`src/rtl/snake_dir_if.sv`:
```
// snake_dir_if -- key-event / movement-command bundle between the keyboard
// side, snake_dir_ctrl and the game core.
//   key_code  [7:0]  decoded key value from the keyboard driver
//   key_state        level, 1 while a key is held
//   tick             one-cycle game-step strobe
//   dir       [1:0]  committed direction (0 up, 1 right, 2 down, 3 left)
//   step             one-cycle advance pulse
//   paused           pause flag
//   restart          one-cycle restart pulse
//   q_count   [2:0]  pending turns in the FIFO
// master: stimulus / keyboard side.  slave: snake_dir_ctrl.
interface snake_dir_if;
  logic [7:0] key_code;
  logic       key_state;
  logic       tick;
  logic [1:0] dir;
  logic       step;
  logic       paused;
  logic       restart;
  logic [2:0] q_count;

  modport master (
    output key_code, key_state, tick,
    input  dir, step, paused, restart, q_count
  );

  modport slave (
    input  key_code, key_state, tick,
    output dir, step, paused, restart, q_count
  );
endinterface

```
`src/rtl/snake_dir_ctrl.sv`:
```
// snake_dir_ctrl -- turns keyboard events into snake movement commands.
// Key inputs are registered once, then edge/code-change detected to form a
// one-cycle press. Arrow keys queue turns in a small circular FIFO (reversals,
// duplicates and overflow are dropped); each unpaused tick emits step and
// pops one turn into dir. 'P' toggles pause, 'R' restarts (highest priority).
// Ports:
//   clk    system clock
//   rst_n  synchronous active-low reset
//   bus    snake_dir_if.slave (key_code/key_state/tick in,
//          dir/step/paused/restart/q_count out)
// Parameters: DEPTH (1..4) turn FIFO depth, INIT_DIR direction after
// reset/restart.
// Build option: define SNAKE_WASD_EN to also steer with W/A/S/D.
module snake_dir_ctrl #(
  parameter int         DEPTH    = 2,
  parameter logic [1:0] INIT_DIR = 2'd1
) (
  input logic        clk,
  input logic        rst_n,
  snake_dir_if.slave bus
);

  localparam logic [1:0] PTR_MAX = 2'(DEPTH - 1);
  localparam logic [2:0] FULL    = 3'(DEPTH);

  // Input sample stage plus the previous-cycle copy used for edge detection.
  logic [7:0] code_r, code_prev;
  logic       state_r, state_prev;

  // Turn FIFO: storage is always 4 entries, only DEPTH of them are used.
  logic [1:0] mem [4];
  logic [1:0] rd_ptr, wr_ptr;
  logic [2:0] count;

  logic [1:0] dir;
  logic       step, paused, restart;

  logic       press, is_dir, is_pause, is_rst;
  logic [1:0] new_dir, ref_dir, tail;
  logic       push, pop, tick_go;

  function automatic logic [1:0] ptr_inc(input logic [1:0] p);
    return (p == PTR_MAX) ? 2'd0 : p + 2'd1;
  endfunction

  function automatic logic [1:0] ptr_dec(input logic [1:0] p);
    return (p == 2'd0) ? PTR_MAX : p - 2'd1;
  endfunction

  // A new key going down, or a different key showing while one is held.
  assign press = state_r & (~state_prev | (code_r != code_prev));

  always_comb begin
    is_dir   = 1'b0;
    new_dir  = 2'd0;
    is_pause = 1'b0;
    is_rst   = 1'b0;
    case (code_r)
      8'h18: begin is_dir = 1'b1; new_dir = 2'd0; end
      8'h1A: begin is_dir = 1'b1; new_dir = 2'd1; end
      8'h19: begin is_dir = 1'b1; new_dir = 2'd2; end
      8'h1B: begin is_dir = 1'b1; new_dir = 2'd3; end
`ifdef SNAKE_WASD_EN
      8'h57: begin is_dir = 1'b1; new_dir = 2'd0; end
      8'h44: begin is_dir = 1'b1; new_dir = 2'd1; end
      8'h53: begin is_dir = 1'b1; new_dir = 2'd2; end
      8'h41: begin is_dir = 1'b1; new_dir = 2'd3; end
`endif
      8'h50: is_pause = 1'b1;
      8'h52: is_rst   = 1'b1;
      default: ;
    endcase
  end

  // Compare against the last queued turn so chained turns are checked
  // against where the snake will be heading, not where it heads now.
  assign tail    = mem[ptr_dec(wr_ptr)];
  assign ref_dir = (count != 3'd0) ? tail : dir;

  // Opposite directions differ only in bit 1 with this encoding.
  assign push = press & is_dir & (new_dir != ref_dir) &
                ((new_dir ^ ref_dir) != 2'b10) & (count != FULL);
  assign tick_go = bus.tick & ~paused;
  assign pop     = tick_go & (count != 3'd0);

  always_ff @(posedge clk) begin
    if (!rst_n) begin
      code_r     <= 8'h00;
      code_prev  <= 8'h00;
      state_r    <= 1'b0;
      state_prev <= 1'b0;
      rd_ptr     <= 2'd0;
      wr_ptr     <= 2'd0;
      count      <= 3'd0;
      dir        <= INIT_DIR;
      step       <= 1'b0;
      paused     <= 1'b0;
      restart    <= 1'b0;
    end else begin
      code_r     <= bus.key_code;
      state_r    <= bus.key_state;
      code_prev  <= code_r;
      state_prev <= state_r;
      step       <= 1'b0;
      restart    <= 1'b0;
      if (press && is_rst) begin
        // Restart swallows any tick landing in the same cycle.
        restart <= 1'b1;
        rd_ptr  <= 2'd0;
        wr_ptr  <= 2'd0;
        count   <= 3'd0;
        dir     <= INIT_DIR;
        paused  <= 1'b0;
      end else begin
        if (press && is_pause) paused <= ~paused;
        step <= tick_go;
        if (pop) begin
          dir    <= mem[rd_ptr];
          rd_ptr <= ptr_inc(rd_ptr);
        end
        if (push) begin
          mem[wr_ptr] <= new_dir;
          wr_ptr      <= ptr_inc(wr_ptr);
        end
        count <= count + {2'b00, push} - {2'b00, pop};
      end
    end
  end

  assign bus.dir     = dir;
  assign bus.step    = step;
  assign bus.paused  = paused;
  assign bus.restart = restart;
  assign bus.q_count = count;

endmodule
```
`src/flat_wrapper.sv`:
```
// flat-port wrapper written by rule: the top's interface ports become plain ports
module snake_dir_ctrl_flat 
#(
  parameter int         DEPTH    = 2,
  parameter logic [1:0] INIT_DIR = 2'd1
)
  (clk, rst_n, bus_key_code, bus_key_state, bus_tick, bus_dir, bus_step, bus_paused, bus_restart, bus_q_count);
  snake_dir_if bus_i ();
  input logic clk;
  input logic rst_n;
  input wire logic [$bits(bus_i.key_code)-1:0] bus_key_code;
  input wire logic [$bits(bus_i.key_state)-1:0] bus_key_state;
  input wire logic [$bits(bus_i.tick)-1:0] bus_tick;
  output wire logic [$bits(bus_i.dir)-1:0] bus_dir;
  output wire logic [$bits(bus_i.step)-1:0] bus_step;
  output wire logic [$bits(bus_i.paused)-1:0] bus_paused;
  output wire logic [$bits(bus_i.restart)-1:0] bus_restart;
  output wire logic [$bits(bus_i.q_count)-1:0] bus_q_count;
  assign bus_i.key_code = bus_key_code;
  assign bus_i.key_state = bus_key_state;
  assign bus_i.tick = bus_tick;
  assign bus_dir = bus_i.dir;
  assign bus_step = bus_i.step;
  assign bus_paused = bus_i.paused;
  assign bus_restart = bus_i.restart;
  assign bus_q_count = bus_i.q_count;
  snake_dir_ctrl #(.DEPTH(DEPTH), .INIT_DIR(INIT_DIR)) u_core (.clk(clk), .rst_n(rst_n), .bus(bus_i));
endmodule
```
`config.mk`:
```
export PLATFORM = sky130hd
export DESIGN_NAME = snake_dir_ctrl_flat
export DESIGN_NICKNAME = d
export VERILOG_FILES = /design/src/rtl/snake_dir_if.sv /design/src/rtl/snake_dir_ctrl.sv /design/src/flat_wrapper.sv
export SDC_FILE = /design/constraint.sdc
export NUM_CORES = 1
export LEC_CHECK = 0
export BUFFER_PORTS_ARGS = -buffer_cell sky130_fd_sc_hd__buf_2
export CAP_MARGIN = 10
export CORE_UTILIZATION = 40
export DETAILED_ROUTE_END_ITERATION = 6
export SLEW_MARGIN = 5
export SYNTH_ARGS = -nofsm -noshare
export SYNTH_HDL_FRONTEND = slang
export SYNTH_SLANG_ARGS = --single-unit
```
`constraint.sdc`:
```
create_clock -name clk -period 2.8 [get_ports clk]
set_clock_uncertainty 0.05 [all_clocks]
set_input_delay 0.28 -clock clk [delete_from_list [all_inputs] [get_ports clk]]
set_output_delay 0.28 -clock clk [all_outputs]
set_load 0.005 [all_outputs]
```
Word level (Yosys, flattened, before mapping)
Memory sizes are Yosys's and may differ from the RTL's. A register that Yosys moved wholly into a read port is not among the register bits.
Cells that the tools add are included.
Operators by class
  add/subtract/negate cells: 5
  equality and inequality tests: 12
  muxes and demuxes: 13
  bitwise logic cells: 12
  reduce and logical (&&, ||, !) cells: 6
Operators with widths (count)
  == test 8 x 5 -> 1 bit, second input constant: 4
  == test 8 x 7 -> 1 bit, second input constant: 2
  2-to-1 mux 1 bit: 8
  2-to-1 mux 2 bit: 4
  != test 8 bit: 1
  bitwise AND 1 bit: 7
  case mux 2 bit (3 select lines): 1
  adder 2 x 1 -> 2 bit, second input constant: 2
  == test 2 x 1 -> 1 bit, second input constant: 2
  OR reduction 4 bit: 1
  adder 3 x 1 -> 3 bit: 1
  != test 3 x 2 -> 1 bit, second input constant: 1
  inverter 1 bit: 3
  nonzero test 3 bit: 1
  subtractor 3 x 1 -> 3 bit: 1
  logical AND 1 bit: 2
  logical NOT 2 bit: 1
  != test 2 bit: 1
  != test 2 bit, second input constant: 1
  OR reduction 2 bit: 1
  subtractor 2 x 1 -> 2 bit, second input constant: 1
  XOR 2 bit: 1
  bitwise OR 1 bit: 1
Word-level totals
  register bits: 28
  RAM bits: 8
  output and inout bits: 8
  memories kept: 1
Memories
  u_core.mem: depth 4, bits a word 2, rd ports 2, clocked after Yosys merged registers in 1, write ports 1, line snake_dir_ctrl.sv:31  | logic [1:0] mem [4];

Logic depth before layout (Yosys ltp)
An unclocked memory read counts as a cell.
  word-level depth: 12
  mapped depth: 13

Worst setup path after synthesis
OpenSTA, ideal clock, no wires.
  path type: reg2reg
  start point: register u_core.code_r[2]
  end point: register u_core.count[2], in the netlist u_core.bus.q_count[2]
  setup time: 0.129 ns
  arrival: 2.753 ns
  data required time: 2.621 ns
  slack: -0.132 ns
  stages on the path, launching flop included: 13
  path buffers: 1
  period minus slack after synthesis: 2.932 ns
  path through: dfxtp_1 or4b_4 nor3b_2 o311ai_1 or4_1 buf_2 inv_1 ha_1 inv_1 fa_1 xnor2_1 xnor2_1 nor2_1
On the way
  cells in the longest elaborated chain, start to end: 9
  elaborated cells between the ends (all ways): 23
  classes of those cells: 2 x add/sub; 8 x eq/ne; 3 x mux; 7 x bitwise; 3 x reduce/logical
RTL lines
  start: declaration: line snake_dir_ctrl.sv:27  | logic [7:0] code_r, code_prev;
  start signal: assignment: line snake_dir_ctrl.sv:100  | code_r <= bus.key_code;
  == test 8 x 5 -> 1 bit or != test 8 bit (tied branches): line snake_dir_ctrl.sv:58, snake_dir_ctrl.sv:51
  OR reduction 4 bit (no source line) or bitwise OR 1 bit (tied branches)
  2-to-1 mux 1 bit or bitwise AND 1 bit (tied branches): line snake_dir_ctrl.sv:58, snake_dir_ctrl.sv:51
  bitwise AND 1 bit (3 in series): line snake_dir_ctrl.sv:81  | assign push = press & is_dir & (new_dir != ref_dir) &
  bitwise AND 1 bit: line snake_dir_ctrl.sv:82  | ((new_dir ^ ref_dir) != 2'b10) & (count != FULL);
  adder 3 x 1 -> 3 bit: line snake_dir_ctrl.sv:125  | count <= count + {2'b00, push} - {2'b00, pop};
  subtractor 3 x 1 -> 3 bit: line snake_dir_ctrl.sv:125
  end signal: assignment: line snake_dir_ctrl.sv:125
  end: declaration: line snake_dir_ctrl.sv:33  | logic [2:0] count;
Parallel ways exist; a longest one is shown, timed or not.
A chain may end at the register's enable or synchronous reset.

Final worst setup path
  start point: register u_core.code_r[7]
  end point: register u_core.count[2], in the netlist u_core.bus.q_count[2]
The elaborated chain is that of the path after synthesis.

==> results by group <==
Route
  – DR iter-0 viols: 14
  – Antenna Nets Post-Route: 0
  – Via-to-Cell Ratio: around 4.8
  – Via count: approximately 1,000
  – Avg WL per Cell: approximately 13 um
  – First-pass DRT Iterations: 4
  – Drc violations: 0
  – Wirelength, routed: about 2.9 mm

Clocking
  – Cts hold-fix bufs: 0
  – Clk Tree Root Cell: clkbuf_8
  – H-tree depth: 2
  – CTS tree: built
  – Clock buffer count from CTS: 5
  – Clk sinks: 38
  – Maximum root-to-sink buffer count: 2
  – Buffer count from post-CTS setup fixing: 0
  – Clock-pin slew on the worst setup and hold paths: approximately 70 ps
  – Worst skew pair latency: 290 ps

Setup path
  – CP cell instances: or4b_4 -> nor3b_4 -> o311ai_2 -> or4_4 -> inv_2 -> ha_4 -> inv_2 -> fa_2 -> xnor2_2 -> xnor2_1 -> nor2_1
  – Buf/Inv on CP: 2
  – Slowest CP cell: or4b_4
  – Required time of the critical path: ~2900 ps
  – Worst Setup Path Type: reg2reg
  – FF-to-FF End: u_core.bus.q_count[2]
  – Reg2reg start: u_core.code_r[7]
  – Worst setup EP type: flop
  – Critical Path Start Type: flop
  – R2R depth: 11
  – Most frequent CP cell: inv_2
  – Crit path max fanout: 3
  – Worst path top cell family by delay: simple AND/OR/NAND/NOR gates
  – Reg2reg setup slack: -80 ps
  – Crit path DAT: 3000 ps
  – Worst Setup SP: u_core.code_r[7]
  – Largest stage delay, worst path: between 500 and 600 ps

Floorplan
  – I/O pin cnt: 20
  – Initial core utilization: a little over two fifths
  – Total Die Area: just over 4000 um2
  – Core area: roughly 3700 um2
  – Die X: 64.1 um
  – Chip height: 64.1 um
  – FP Rows: 22

Global route
  – Initial antenna violation count: 0
  – Number of global-route vias before repair: 1,072
  – Largest net degree at the start of global routing: 22
  – First-pass GRT wire length: 4.90 mm
  – Global-route usage over all layers: between 10% and 20%
  – Total grt overflow: 0

Synthesis
  – Post-synthesis sequential area ratio: 54.5%
  – Synthesized instance count: 133
  – Synthesized area: 1540 um2
  – Ranking of synthesized cells by area: dfxtp_1 (39%), edfxtp_1 (16%), and2_1 (7.3%), xnor2_1 (6.2%), mux4_2 (2.9%)
  – Ys Warns: 0
  – Count of cell types in the netlist: 40
  – Leading area contributor after synthesis: dfxtp_1
  – Top cell type's share of synthesized area: about two fifths
  – Avg Inst Size Synth: 11.6 um2
  – Post-synth net total: approximately 150
  – Yosys reg bits: 38

Power and ir drop
  – Power Internal: just over 1000 uW
  – Total power: 1430 uW
  – Static leakage: between 0.0007 and 0.0008 uW
  – Sw Ratio: between 20% and 30%
  – Psw: 416 uW
  – Sequential power share: ~45%
  – Clk pwr share: 26.4%
  – Peak supply drop: a little over 0.4 mV
  – PD cells: 756 nW/um2
  – Combinational share of power: 28.6%

Layout
  – Final Cell Area: roughly 1900 um2
  – Synthesis-to-finish area growth: 23.0%
  – Fillers: between 300 and 400
  – Final #Nets: ~180
  – ANT cells: 0
  – Layout cells sized above 1: approximately 34%
  – Final core utilization: 51.4%

Timing
  – Endpoints failing setup: 1
  – Worst-Margin Slew: about 500 ps
  – Setup ws final: -83.9 ps
  – Tmin final: 2880 ps
  – Slew margin rel.: between 60% and 70%
  – Setup tns final: -83.9 ps
  – Fmax: 347 MHz
  – Final hold vios: 0
  – RSZ-0062 raised after global routing: yes
  – Fin. max-slew vios: 0
  – Fin crit share: 103%

Run status
  – Failing checks: setup timing
  – Status: finished, violations left

Worst hold path
  – Hold endpoint: u_core.code_r[4]
  – Hold/Removal Path Class: in2reg
  – Hold Path Origin: bus_key_code[4]
  – Hold path depth: 2

Placed design
  – Detail Placement HPWL: roughly 2.2 mm
  – Post-DP Area: around 1800 um2
  – Port buffer count: 19
  – Final RePlAce weighted congestion: 0.740

Flow run
  – Max-Cap Viols: 0
-- area by class of cell --
type / count / area [um2] / share of cell area, %
Sequential cell: 38 / 842 / 44.4
Clock inverter: 1 / 5.00 / 0.264
Clock buffer: 7 / 86.3 / 4.55
Timing Repair Buffer: 33 / 200 / 10.6
Multi-Input combinational cell: 84 / 681 / 35.9
Tap cell: 48 / 60.1 / 3.17
Inverter: 6 / 22.5 / 1.19
-- power by group through the flow --
stage,sequential [uW],clock (uW),combinational (uW)
5_1_grt,653,420,458
3_3_place_gp,655,0,383
3_5_place_dp,659,0,417
4_1_cts,647,397,420
6_report,646,379,410
2_1_floorplan,666,0,269
-- metal layers --
metal	track usage, %	vias up	routed length, um
li1	-	528	-
met1	18.2	478	1270
met2	28.5	18	1430
met3	4.82	8	85
met4	8.33	0	78
met5	0	-	0
-- repair_timing --
item                       CTS  global route
cloned                       0             0
setup endpoints to repair    1             2
resized for setup            1             0
pin swaps                    3             3
-- worst register-to-register path, cell delays in order (launching register included) --
cell	delay [ps]
dfxtp_2	320
or4b_4	550
nor3b_4	260
o311ai_2	150
or4_4	510
inv_2	80
ha_4	110
inv_2	40
fa_2	380
xnor2_2	150
xnor2_1	130
nor2_1	50
-- registers in the layout (all words and copies together), names as in the netlist --
name,count
u_core.code_prev,8
u_core.code_r,8
u_core.mem,8
u_core.bus.q_count,3
u_core.bus.dir,2
u_core.rd_ptr,2
u_core.wr_ptr,2
u_core.bus.paused,1
u_core.bus.restart,1
u_core.bus.step,1
u_core.state_prev,1
u_core.state_r,1
-- synthesized netlist by cell type (all sizes together) --
master   n
nand2b   1
o311ai   1
and3     1
xnor2   11
or4b     1
ha       2
mux4     2
or4      2
a211o    1
a21o     1
nor4     2
nor4b    2
and2    21
o211a    1
o41ai    1
nor3b    2
inv      6
nand4    1
nor2     7
o21ai    2
buf      3
and3b    1
clkbuf   2
nor3     3
dfxtp   30
a2111o   1
mux2i    3
nand2    6
edfxtp   8
nand3    3
a21boi   2
fa       1
o21a     1
a21oi    1
-- metrics by stage --
step | instances | setup slack, ps | hold WS [ps]
floorplan | 133 | -107 | 357
global placement | 209 | -57.2 | 423
detailed placement | 209 | -161 | 440
CTS | 217 | -98.6 | 133
global route | 217 | -199 | 141
finish | 217 | -83.9 | 143
-- worst max path at each step --
| stage | to | slack, ps | depth (start not counted) |
|---|---|---|---|
| final | u_core.bus.q_count[2] | -80 | 11 |
| after global routing | u_core.bus.q_count[2] | -200 | 11 |
| after CTS | u_core.bus.q_count[2] | -100 | 11 |
| after detailed placement | u_core.bus.q_count[2] | -160 | 11 |
| after global placement | u_core.bus.q_count[2] | -60 | 11 |
| after floorplan | u_core.bus.q_count[2] | -110 | 12 |
-- cells by family after synthesis --
logic type | share of synthesized area (%)
AO/OA/AOI/OAI | 6.24
XOR/XNOR | 6.24
adder cells (fa/ha/maj) | 2.92
buffers and inverters | 3.97
flip-flops | 54.5
multiplexers | 4.87
AND/OR/NAND/NOR | 21.2
-- cell usage in the layout, fill, tap and decap left out, types with 2 or more instances in the layout --
cell	count
dfxtp_1	29
buf_2	19
buf_4	14
nor2_1	7
xnor2_1	10
mux2i_1	3
and2_2	3
nand3_1	3
nor3_1	3
inv_2	2
nor4_1	2
inv_1	4
clkbuf_8	6
mux4_2	2
edfxtp_1	8
a21boi_0	2
and2_1	18
nand2_1	6
Power figures use the tool's default switching activity.
